File: src/rtl/telem_pipe_slice.sv
// ============================================================================
// telem_pipe_slice
// ----------------------------------------------------------------------------
// Elastic pipeline register for the Rice decoder datapath. It sits between the
// bitstream unpacker, the Rice decode core and the sample output formatter.
// The word width and number of stages are set by parameters. Every stage pairs
// a main register with a skid register, so the slice can run at one word per
// cycle while the downstream side applies backpressure, and all ready signals
// still come straight from flops.
//
// Parameters:
//   WIDTH      data word width in bits (1..128)
//   DEPTH      number of register stages (1..8); holds up to 2*DEPTH words
//   RESET_DATA value loaded into every data register on reset
//   OCC_W      occupancy port width, derived from DEPTH
//
// Ports:
//   clk        rising-edge clock for all logic
//   reset      synchronous, active-low reset
//   flush      synchronous discard of every held word
//   in_valid   upstream word valid
//   in_ready   slice can take a word this cycle (0 while reset or flush)
//   in_data    upstream word
//   out_valid  word available at the output
//   out_ready  downstream takes the output word this cycle
//   out_data   output word (meaningful only while out_valid is 1)
//   occupancy  number of words currently held (0..2*DEPTH)
//
// Optional feature, macro PIPE_PARITY_EN:
//   When defined, each stored word carries an even-parity bit computed from
//   in_data at the input. The macro also adds three ports:
//     par_inject      inverts the stored parity of the word accepted this cycle
//     par_err         out_valid and a parity mismatch on the output word
//     par_err_sticky  set by an output handshake that has par_err; cleared by
//                     reset or flush
//   When the macro is undefined these ports do not exist and no parity bit is
//   stored.
// ============================================================================
module telem_pipe_slice #(
   parameter int              WIDTH      = 32,
   parameter int              DEPTH      = 2,
   parameter logic [WIDTH-1:0] RESET_DATA = '0,
   localparam int             OCC_W      = $clog2(2*DEPTH+1)
) (
   input  logic             clk,
   input  logic             reset,
   input  logic             flush,
   input  logic             in_valid,
   output logic             in_ready,
   input  logic [WIDTH-1:0] in_data,
   output logic             out_valid,
   input  logic             out_ready,
   output logic [WIDTH-1:0] out_data,
   output logic [OCC_W-1:0] occupancy
`ifdef PIPE_PARITY_EN
   ,
   input  logic             par_inject,
   output logic             par_err,
   output logic             par_err_sticky
`endif
);

`ifdef PIPE_PARITY_EN
   // Each stored word holds the parity bit above the data bits.
   localparam int SW = WIDTH + 1;
   localparam logic [SW-1:0] RESET_WORD = {^RESET_DATA, RESET_DATA};
`else
   localparam int SW = WIDTH;
   localparam logic [SW-1:0] RESET_WORD = RESET_DATA;
`endif

   logic [SW-1:0]    main_data [DEPTH];
   logic [SW-1:0]    skid_data [DEPTH];
   logic [DEPTH-1:0] main_valid;
   logic [DEPTH-1:0] skid_valid;
   logic [SW-1:0]    in_word;
   logic             in_hs;
   logic             out_hs;

`ifdef PIPE_PARITY_EN
   // The even-parity bit is formed here, at the input. A set par_inject flips
   // it so that the error path can be exercised on purpose.
   assign in_word = {(^in_data) ^ par_inject, in_data};
`else
   assign in_word = in_data;
`endif

   // Stage 0 takes a word only while its skid slot is free. in_ready is also
   // held low during reset and flush, because the register update drops any
   // word offered in those cycles. out_ready does not feed this signal.
   assign in_ready  = !skid_valid[0] && reset && !flush;
   assign in_hs     = in_valid && in_ready;

   assign out_valid = main_valid[DEPTH-1];
   assign out_data  = main_data[DEPTH-1][WIDTH-1:0];
   assign out_hs    = out_valid && out_ready;

   for (genvar k = 0; k < DEPTH; k++) begin : g_stage
      logic [SW-1:0] main_d;
      logic [SW-1:0] skid_d;
      logic          main_v;
      logic          skid_v;
      logic [SW-1:0] up_data;
      logic          up_valid;
      logic          down_ready;
      logic          up_hs;
      logic          down_hs;

      // Stage 0 is fed by the block input. Each later stage is fed by the
      // main register of the stage in front of it.
      if (k == 0) begin : g_first
         assign up_valid = in_valid;
         assign up_data  = in_word;
      end else begin : g_chain
         assign up_valid = main_valid[k-1];
         assign up_data  = main_data[k-1];
      end

      // The last stage answers to out_ready. An inner stage may pass a word
      // forward when the skid slot of the next stage is empty. That is a
      // registered value, so ready never ripples through the chain.
      if (k == DEPTH-1) begin : g_last
         assign down_ready = out_ready;
      end else begin : g_inner
         assign down_ready = !skid_valid[k+1];
      end

      assign up_hs   = up_valid && !skid_v;
      assign down_hs = main_v && down_ready;

      // Skid-buffer stage update. Whenever the main slot frees up, either by
      // draining downstream or by being empty already, a parked skid word
      // moves into it first. If no word is parked, the incoming word goes
      // into main. While main is held under backpressure, an incoming word
      // parks in skid. The stage refuses input while skid is occupied, so
      // skid is never overwritten.
      always_ff @(posedge clk) begin
         if (!reset) begin
            main_v <= 1'b0;
            skid_v <= 1'b0;
            main_d <= RESET_WORD;
            skid_d <= RESET_WORD;
         end else if (flush) begin
            main_v <= 1'b0;
            skid_v <= 1'b0;
         end else if (down_hs || !main_v) begin
            if (skid_v) begin
               main_d <= skid_d;
               main_v <= 1'b1;
               skid_v <= 1'b0;
            end else begin
               main_v <= up_hs;
               if (up_hs) begin
                  main_d <= up_data;
               end
            end
         end else if (up_hs) begin
            skid_d <= up_data;
            skid_v <= 1'b1;
         end
      end

      assign main_valid[k] = main_v;
      assign skid_valid[k] = skid_v;
      assign main_data[k]  = main_d;
      assign skid_data[k]  = skid_d;
   end

   // Running count of held words. It moves only on the two block-level
   // handshakes, so it always matches the number of set valid bits. It is
   // cleared together with the valid bits on reset and on flush.
   always_ff @(posedge clk) begin
      if (!reset) begin
         occupancy <= '0;
      end else if (flush) begin
         occupancy <= '0;
      end else begin
         case ({in_hs, out_hs})
            2'b10:   occupancy <= occupancy + OCC_W'(1);
            2'b01:   occupancy <= occupancy - OCC_W'(1);
            default: occupancy <= occupancy;
         endcase
      end
   end

`ifdef PIPE_PARITY_EN
   // The parity check is combinational on the output word, so it is valid in
   // the same cycle that the word is presented.
   assign par_err = out_valid && ((^out_data) != main_data[DEPTH-1][WIDTH]);

   // The sticky flag records a bad word only once downstream has actually
   // taken it. A word that is presented but never consumed does not set it.
   always_ff @(posedge clk) begin
      if (!reset) begin
         par_err_sticky <= 1'b0;
      end else if (flush) begin
         par_err_sticky <= 1'b0;
      end else if (out_hs && par_err) begin
         par_err_sticky <= 1'b1;
      end
   end
`endif

endmodule

File: config.mk
export PLATFORM = sky130hd
export DESIGN_NAME = telem_pipe_slice
export DESIGN_NICKNAME = d
export VERILOG_FILES = /design/src/rtl/telem_pipe_slice.sv
export SDC_FILE = /design/constraint.sdc
export NUM_CORES = 1
export LEC_CHECK = 0
export BUFFER_PORTS_ARGS = -buffer_cell sky130_fd_sc_hd__buf_2
export CAP_MARGIN = 40
export CORE_ASPECT_RATIO = 1.5
export CORE_MARGIN = 2
export CORE_UTILIZATION = 60
export CTS_CLUSTER_DIAMETER = 200
export DETAILED_ROUTE_END_ITERATION = 6
export GPL_ROUTABILITY_DRIVEN = 0
export GPL_TIMING_DRIVEN = 0
export PLACE_DENSITY = 0.82
export SLEW_MARGIN = 5
export SYNTH_ARGS = -nofsm -noshare
export SYNTH_HDL_FRONTEND = slang
export SYNTH_SLANG_ARGS = --single-unit
File: constraint.sdc
create_clock -name clk -period 6.7 [get_ports clk]
set_clock_uncertainty 0.15 [all_clocks]
set_input_delay 0.67 -clock clk [delete_from_list [all_inputs] [get_ports clk]]
set_output_delay 0.67 -clock clk [all_outputs]
set_load 0.01 [all_outputs]
==> impl_metrics.csv, run 1 <==
group,metric,value,unit
grt,grt_max_degree,17,
clock_network,clockRootBuffer,"clkbuf_16",
timing,tns,0,ns
worst_setup_path,path_class,"in2reg",
logic_synthesis,syn_avg_cell_area,9.855,um2
placement,portBuffers,73,
logic_synthesis,yosysUniqueCellTypes,28,
power_and_ir_drop,ir_worst_vdd,268.7,uV
die,ios,74,
timing,slew_violations,0,
timing,worstMarginPinSlew,0.5638,ns
clock_network,clk_path_buf_depth,2,
grt,antenna_found_initial,0,
worst_setup_path,crit_chain,"buf_2 -> nand2b_1 -> clkbuf_1 -> nor2_1 -> nand2_1 -> ha_1 -> fa_1 -> xnor2_1 -> or3_1 -> a21oi_1",
worst_setup_path,cp.arrival,2.54,ns
clock_network,htreeDepth,4,
die,coreArea,0.009634,mm2
die,die_h,125.6,um
cells_and_area,final_common_cell,"nand2_1",
die,rows,44,
power_and_ir_drop,power_density,274.1,mW/mm2
timing,post-route-period-util,0.3485,
timing,fin_hold_ws,0.3062,ns
detailed_routing,dr_wl_met2,7.472,mm
clock_network,post_cts_buffers,0,
worst_setup_path,worstSetupStartpointType,"primary input",
detailed_routing,wl_met1,5.321,mm
cells_and_area,fin_area,0.007048,mm2
detailed_routing,dr.pass1.iters,5,
detailed_routing,drc,0,
worst_setup_path,worst_path_max_delay_cell,"fa_1",
timing,timing_hold_violations_final,0,
die,die_area,0.01068,mm2
worst_setup_path,critPathCaptureType,"flop",
timing,period_minus_slack,2.335,ns
clock_network,cts.sinks,135,
cells_and_area,syn2layout_area_growth,19.19,%
worst_setup_path,critPathBufInv,2,
flow_run,max-cap-violations,0,
detailed_routing,highest_layer,"met4",
clock_network,cts_tree,"yes",
logic_synthesis,yosysSeqAreaShare,0.4570,
detailed_routing,viasPerCell,5.682,
placement,placement.cell_area,0.006422,mm2
timing,fmax,428.3,MHz
detailed_routing,vias,4659,
power_and_ir_drop,p_leak,0.003079,uW
grt,grt_pass1_wl,23.01,mm
detailed_routing,wl_met3,543,um
die,start_util,0.6138,
placement,dp_hpwl,9.864,mm
detailed_routing,wirelength,13.91,mm
cells_and_area,nNetsFinal,731,
clock_network,cts_buffers,17,
logic_synthesis,yosysWarningCount,0,
clock_network,clock_latency,0.42,ns
cells_and_area,drive_gt1_frac,0.1972,
grt,grt_pass1_vias,4917,
status,status,"finished clean",
worst_setup_path,crit_required,6.90,ns
logic_synthesis,yosys_register_bits,135,
cells_and_area,antenna_cells,0,
worst_setup_path,path_max_fanout,8,
timing,setup_ws,4.365,ns
worst_setup_path,slowest_delay,0.39,ns
hold_path,min_path_type,"reg2reg",
timing,max-slew-margin-rel,0.6241,
cells_and_area,mostFrequentLayoutCells,"163 x nand2_1, 135 x dfxtp_1, 129 x mux2i_1, 81 x buf_2",
logic_synthesis,syn_area,0.005913,mm2
power_and_ir_drop,power.total,1932,uW
worst_setup_path,cp_top_family,"simple AND/OR/NAND/NOR gates",
clock_network,cts_resized,0,
grt,track_usage,0.2757,
detailed_routing,ant_nets,0,
logic_synthesis,syn_inst,600,
grt,grt_overflow,0,
clock_network,postCtsHoldBufs,0,
detailed_routing,wl_per_cell,16.96,um
logic_synthesis,syn_nets,639,
timing,setup_viol,0,
placement,post-place-ws,3.938,ns
timing,rsz0062_at_grt,"no",
detailed_routing,drtIter0Drc,191,
die,die_width,85.06,um
clock_network,clk_pin_slew_worst_paths,0.06,ns
worst min-delay path: cells and delay by family (launching register included):
kind / cells / cell delay, ns
flops: 1 / 0.30
simple gates: 1 / 0.05
mux: 1 / 0.05
where the power goes:
group / leakage [uW] / total (uW) / switching (uW) / internal (uW)
Clock: 0.000308 / 987 / 336 / 651
Sequential: 0.00109 / 830 / 9.10 / 820
Combinational: 0.00168 / 115 / 67.8 / 47.6
metal layers:
metal  global-route usage  vias up
met1               0.2887     2252
li1                     -     2236
met2               0.4926      127
met4               0.1503        0
met5                    0        -
met3              0.07063       44
per-stage QoR:
stage,util,cells
2_1_floorplan,-,600
3_3_place_gp,0.6666,788
3_5_place_dp,0.6666,788
4_1_cts,0.7316,820
5_1_grt,0.7316,820
6_report,0.7316,820
area by class of cell:
cell class              count  area (um2)
fillers                   679        2586
well taps                 115       143.9
plain buffers              52       284.0
flip-flops and latches    135        2703
multi-input cells         413        2927
clock buffers              24       481.7
repair buffers             73       365.4
clock inverters             8       143.9
sequential cells by signal, summed over array words and instances (netlist names):
register / count
out_valid: 1
g_stage.skid_d: 64
out_data: 32
occupancy: 3
g_stage.main_d: 32
g_stage.skid_v: 2
g_stage.main_v: 1
synth_stat cells:
cell,instances,area (um2)
nand2_1,163,611.8
dfxtp_1,135,2703
mux2i_1,129,1291
nand3_1,32,160.2
o211a_1,32,320.3
clkbuf_1,28,105.1
mux2_1,20,225.2
mux2_2,12,135.1
buf_4,9,67.56
buf_2,8,40.04
buf_6,6,67.56
nor2_1,5,18.77
a21oi_1,3,15.01
nand2b_1,3,18.77
nor3_1,2,10.01
and2_1,1,6.260
and2_4,1,8.760
buf_1,1,3.750
fa_1,1,20.02
ha_1,1,12.51
nor3_2,1,10.01
nor3_4,1,16.27
nor3b_1,1,7.510
o21ai_0,1,5.000
o21ba_1,1,10.01
or3_1,1,6.260
xnor2_1,1,8.760
xor2_1,1,8.760
worst paths after layout:
check / to / cells after the start / slack, ns / startpoint
max: occupancy[2]$_SDFFE_PP0P_ / 10 / 4.37 / flush
min: g_stage[0].skid_d[22]$_SDFFE_PN0P_ / 2 / 0.31 / g_stage[0].skid_d[22]$_SDFFE_PN0P_
max reg2reg: occupancy[2]$_SDFFE_PP0P_ / 9 / 4.40 / g_stage[0].skid_v$_SDFFE_PP0P_
min reg2reg: g_stage[0].skid_d[22]$_SDFFE_PN0P_ / 2 / 0.31 / g_stage[0].skid_d[22]$_SDFFE_PN0P_
cells by family (layout without fill, tap and decap cells):
logic type,Yosys count,after routing,share of synthesized area
buffers and inverters,52,157,0.04803
xor gates and xnor gates,2,2,0.002963
DFF,135,135,0.4570
adders and majority gates,2,2,0.005501
and+or+nand+nor,211,211,0.1479
muxes,161,161,0.2793
AOI/OAI and AO/OA,37,37,0.05925
Note: power is estimated with default switching activity, not from simulation.
==> inputs of run 2 (changes only) <==
--- a/config.mk
+++ b/config.mk
@@ -9,12 +9,12 @@
 export CAP_MARGIN = 40
 export CORE_ASPECT_RATIO = 1.5
 export CORE_MARGIN = 2
-export CORE_UTILIZATION = 60
+export CORE_UTILIZATION = 58
 export CTS_CLUSTER_DIAMETER = 200
 export DETAILED_ROUTE_END_ITERATION = 6
 export GPL_ROUTABILITY_DRIVEN = 0
 export GPL_TIMING_DRIVEN = 0
-export PLACE_DENSITY = 0.82
+export PLACE_DENSITY = 0.8
 export SLEW_MARGIN = 5
 export SYNTH_ARGS = -nofsm -noshare
 export SYNTH_HDL_FRONTEND = slang
==> constraint.sdc (replaced) <==
create_clock -name clk -period 2.3 [get_ports clk]
set_clock_uncertainty 0.15 [all_clocks]
set_input_delay 0.23 -clock clk [delete_from_list [all_inputs] [get_ports clk]]
set_output_delay 0.23 -clock clk [all_outputs]
set_load 0.01 [all_outputs]
==> impl_metrics.csv, run 2 (synthesis results as in run 1) <==
group,metric,value,unit
status,status,"finished clean",
clock_network,clockRootBuffer,"clkbuf_16",
worst_setup_path,critPathCaptureType,"flop",
worst_setup_path,crit_required,2.50,ns
die,start_util,0.5900,
detailed_routing,wl_met1,5.650,mm
cells_and_area,syn2layout_area_growth,23.51,%
worst_setup_path,path_class,"reg2reg",
timing,post-route-period-util,0.9491,
placement,post-place-ws,-0.05543,ns
die,die_area,0.01104,mm2
worst_setup_path,cp.arrival,2.38,ns
cells_and_area,antenna_cells,0,
die,ios,74,
cells_and_area,final_common_cell,"nand2_1",
grt,grt_pass1_vias,5022,
detailed_routing,ant_nets,0,
cells_and_area,largest_reg_flops,64,
worst_setup_path,path_max_fanout,17,
grt,grt_overflow,0,
power_and_ir_drop,power.switching,1167,uW
timing,tns,0,ns
cells_and_area,nNetsFinal,763,
flow_run,max-cap-violations,0,
cells_and_area,drive_gt1_frac,0.1855,
clock_network,clk_pin_slew_worst_paths,0.05,ns
power_and_ir_drop,comb_power_share,0.071,
timing,slew_violations,0,
hold_path,min_path_type,"in2reg",
timing,fmax,458.1,MHz
cells_and_area,n_fill_cell,748,
worst_setup_path,r2r_start,"g_stage[0].skid_v$_SDFFE_PP0P_",
worst_setup_path,crit_start,"g_stage[0].skid_v$_SDFFE_PP0P_",
detailed_routing,highest_layer,"met4",
timing,rsz0062_at_grt,"no",
detailed_routing,drc,0,
clock_network,cts_tree,"yes",
grt,track_usage,0.2768,
detailed_routing,dr.pass1.iters,5,
detailed_routing,drtIter0Drc,257,
power_and_ir_drop,ir_worst_vdd,567.5,uV
detailed_routing,viasPerCell,5.595,
hold_path,hold_start,"flush",
die,coreArea,0.01002,mm2
clock_network,clk_path_buf_depth,2,
cells_and_area,fin_area,0.007303,mm2
power_and_ir_drop,power_density,730.6,mW/mm2
cells_and_area,seq_area,0.002703,mm2
clock_network,htreeDepth,4,
detailed_routing,dr_wl_met2,7.903,mm
detailed_routing,vias,4756,
detailed_routing,wl_per_cell,16.97,um
placement,placement.cell_area,0.006425,mm2
timing,max-slew-margin-rel,0.6010,
die,rows,45,
power_and_ir_drop,clkPwrFrac,0.476,
cells_and_area,top_register,"g_stage.skid_d",
worst_setup_path,worstSetupStartpointType,"flop",
timing,timing_hold_violations_final,0,
die,die_h,127.7,um
power_and_ir_drop,p_int,4168,uW
clock_network,clock_latency,0.42,ns
grt,grt_pass1_wl,23.83,mm
placement,dp_hpwl,9.790,mm
clock_network,cts.sinks,135,
grt,grt_max_degree,18,
worst_setup_path,slowest_delay,0.40,ns
worst_setup_path,crit_chain,"clkbuf_4 -> nor2_2 -> nand2_1 -> ha_1 -> fa_1 -> xnor2_1 -> or3_1 -> a21oi_1",
worst_setup_path,cp_top_family,"adder cells",
timing,period_minus_slack,2.183,ns
power_and_ir_drop,p_leak,0.003169,uW
detailed_routing,wl_met3,527,um
cells_and_area,multi_input_area,0.002929,mm2
power_and_ir_drop,seqPwrFrac,0.453,
timing,setup_viol,0,
timing,setup_ws,0.1172,ns
grt,antenna_found_initial,0,
power_and_ir_drop,power.total,5336,uW
clock_network,cts_buffers,17,
die,die_width,86.44,um
power_and_ir_drop,p_sw_frac,0.2188,
timing,fin_hold_ws,0.1488,ns
timing,worstMarginPinSlew,0.5985,ns
cells_and_area,mostFrequentLayoutCells,"163 x nand2_1, 135 x dfxtp_1, 129 x mux2i_1, 79 x buf_2, 33 x dlygate4sd3_1",
worst_setup_path,critPathBufInv,1,
detailed_routing,wirelength,14.43,mm
placement,portBuffers,73,
worst_setup_path,worst_path_max_delay_cell,"fa_1",
[run 2: area by class of cell]
type / instances / share of cell area
plain buffers: 51 / 0.03855
multi-input cells: 413 / 0.4011
flip-flops and latches: 135 / 0.3701
well taps: 117 / 0.02004
clock buffers: 25 / 0.06921
repair buffers: 106 / 0.09525
clock inverters: 3 / 0.005825
[run 2: stage by stage]
stage / instances / util
after global routing: 850 / 0.7287
after CTS: 850 / 0.7282
final: 850 / 0.7287
after floorplan: 600 / -
after global placement: 790 / 0.6411
after detailed placement: 790 / 0.6411
[run 2: tightest hold or removal path, stage by stage]
cell and delay [ns]:
buf_2 0.10, nor3b_1 0.05, buf_2 0.16, mux2i_1 0.12
[run 2: path summary, 6_finish.rpt]
kind,slack (ns),endpoint,cells after the start
max,0.12,occupancy[2]$_SDFFE_PP0P_,8
min reg2reg,0.30,g_stage[0].skid_d[18]$_SDFFE_PN0P_,2
max reg2reg,0.12,occupancy[2]$_SDFFE_PP0P_,8
min,0.15,g_stage[0].main_d[0]$_SDFFE_PN0P_,4
[run 2: what timing repair did]
action | 4_1_cts | 5_1_grt
resized for setup | 0 | 2
setup buffers | 0 | 0
endpoints found under the hold margin | 33 | 0
hold buffers | 33 | 0
setup endpoints to repair | 1 | 1
[run 2: power by group through the flow]
stage	Combinational (uW)	Sequential (uW)	Clock, uW
after CTS	379	2420	2550
after floorplan	201	2470	0
after detailed placement	332	2470	0
final	380	2420	2540
after global placement	323	2460	0
after global routing	416	2420	2650
[run 2: layer usage]
layer	vias up	global-route usage
li1	2297	-
met1	2315	0.2952
met2	113	0.5109
met3	31	0.06182
met4	0	0.1204
met5	-	0
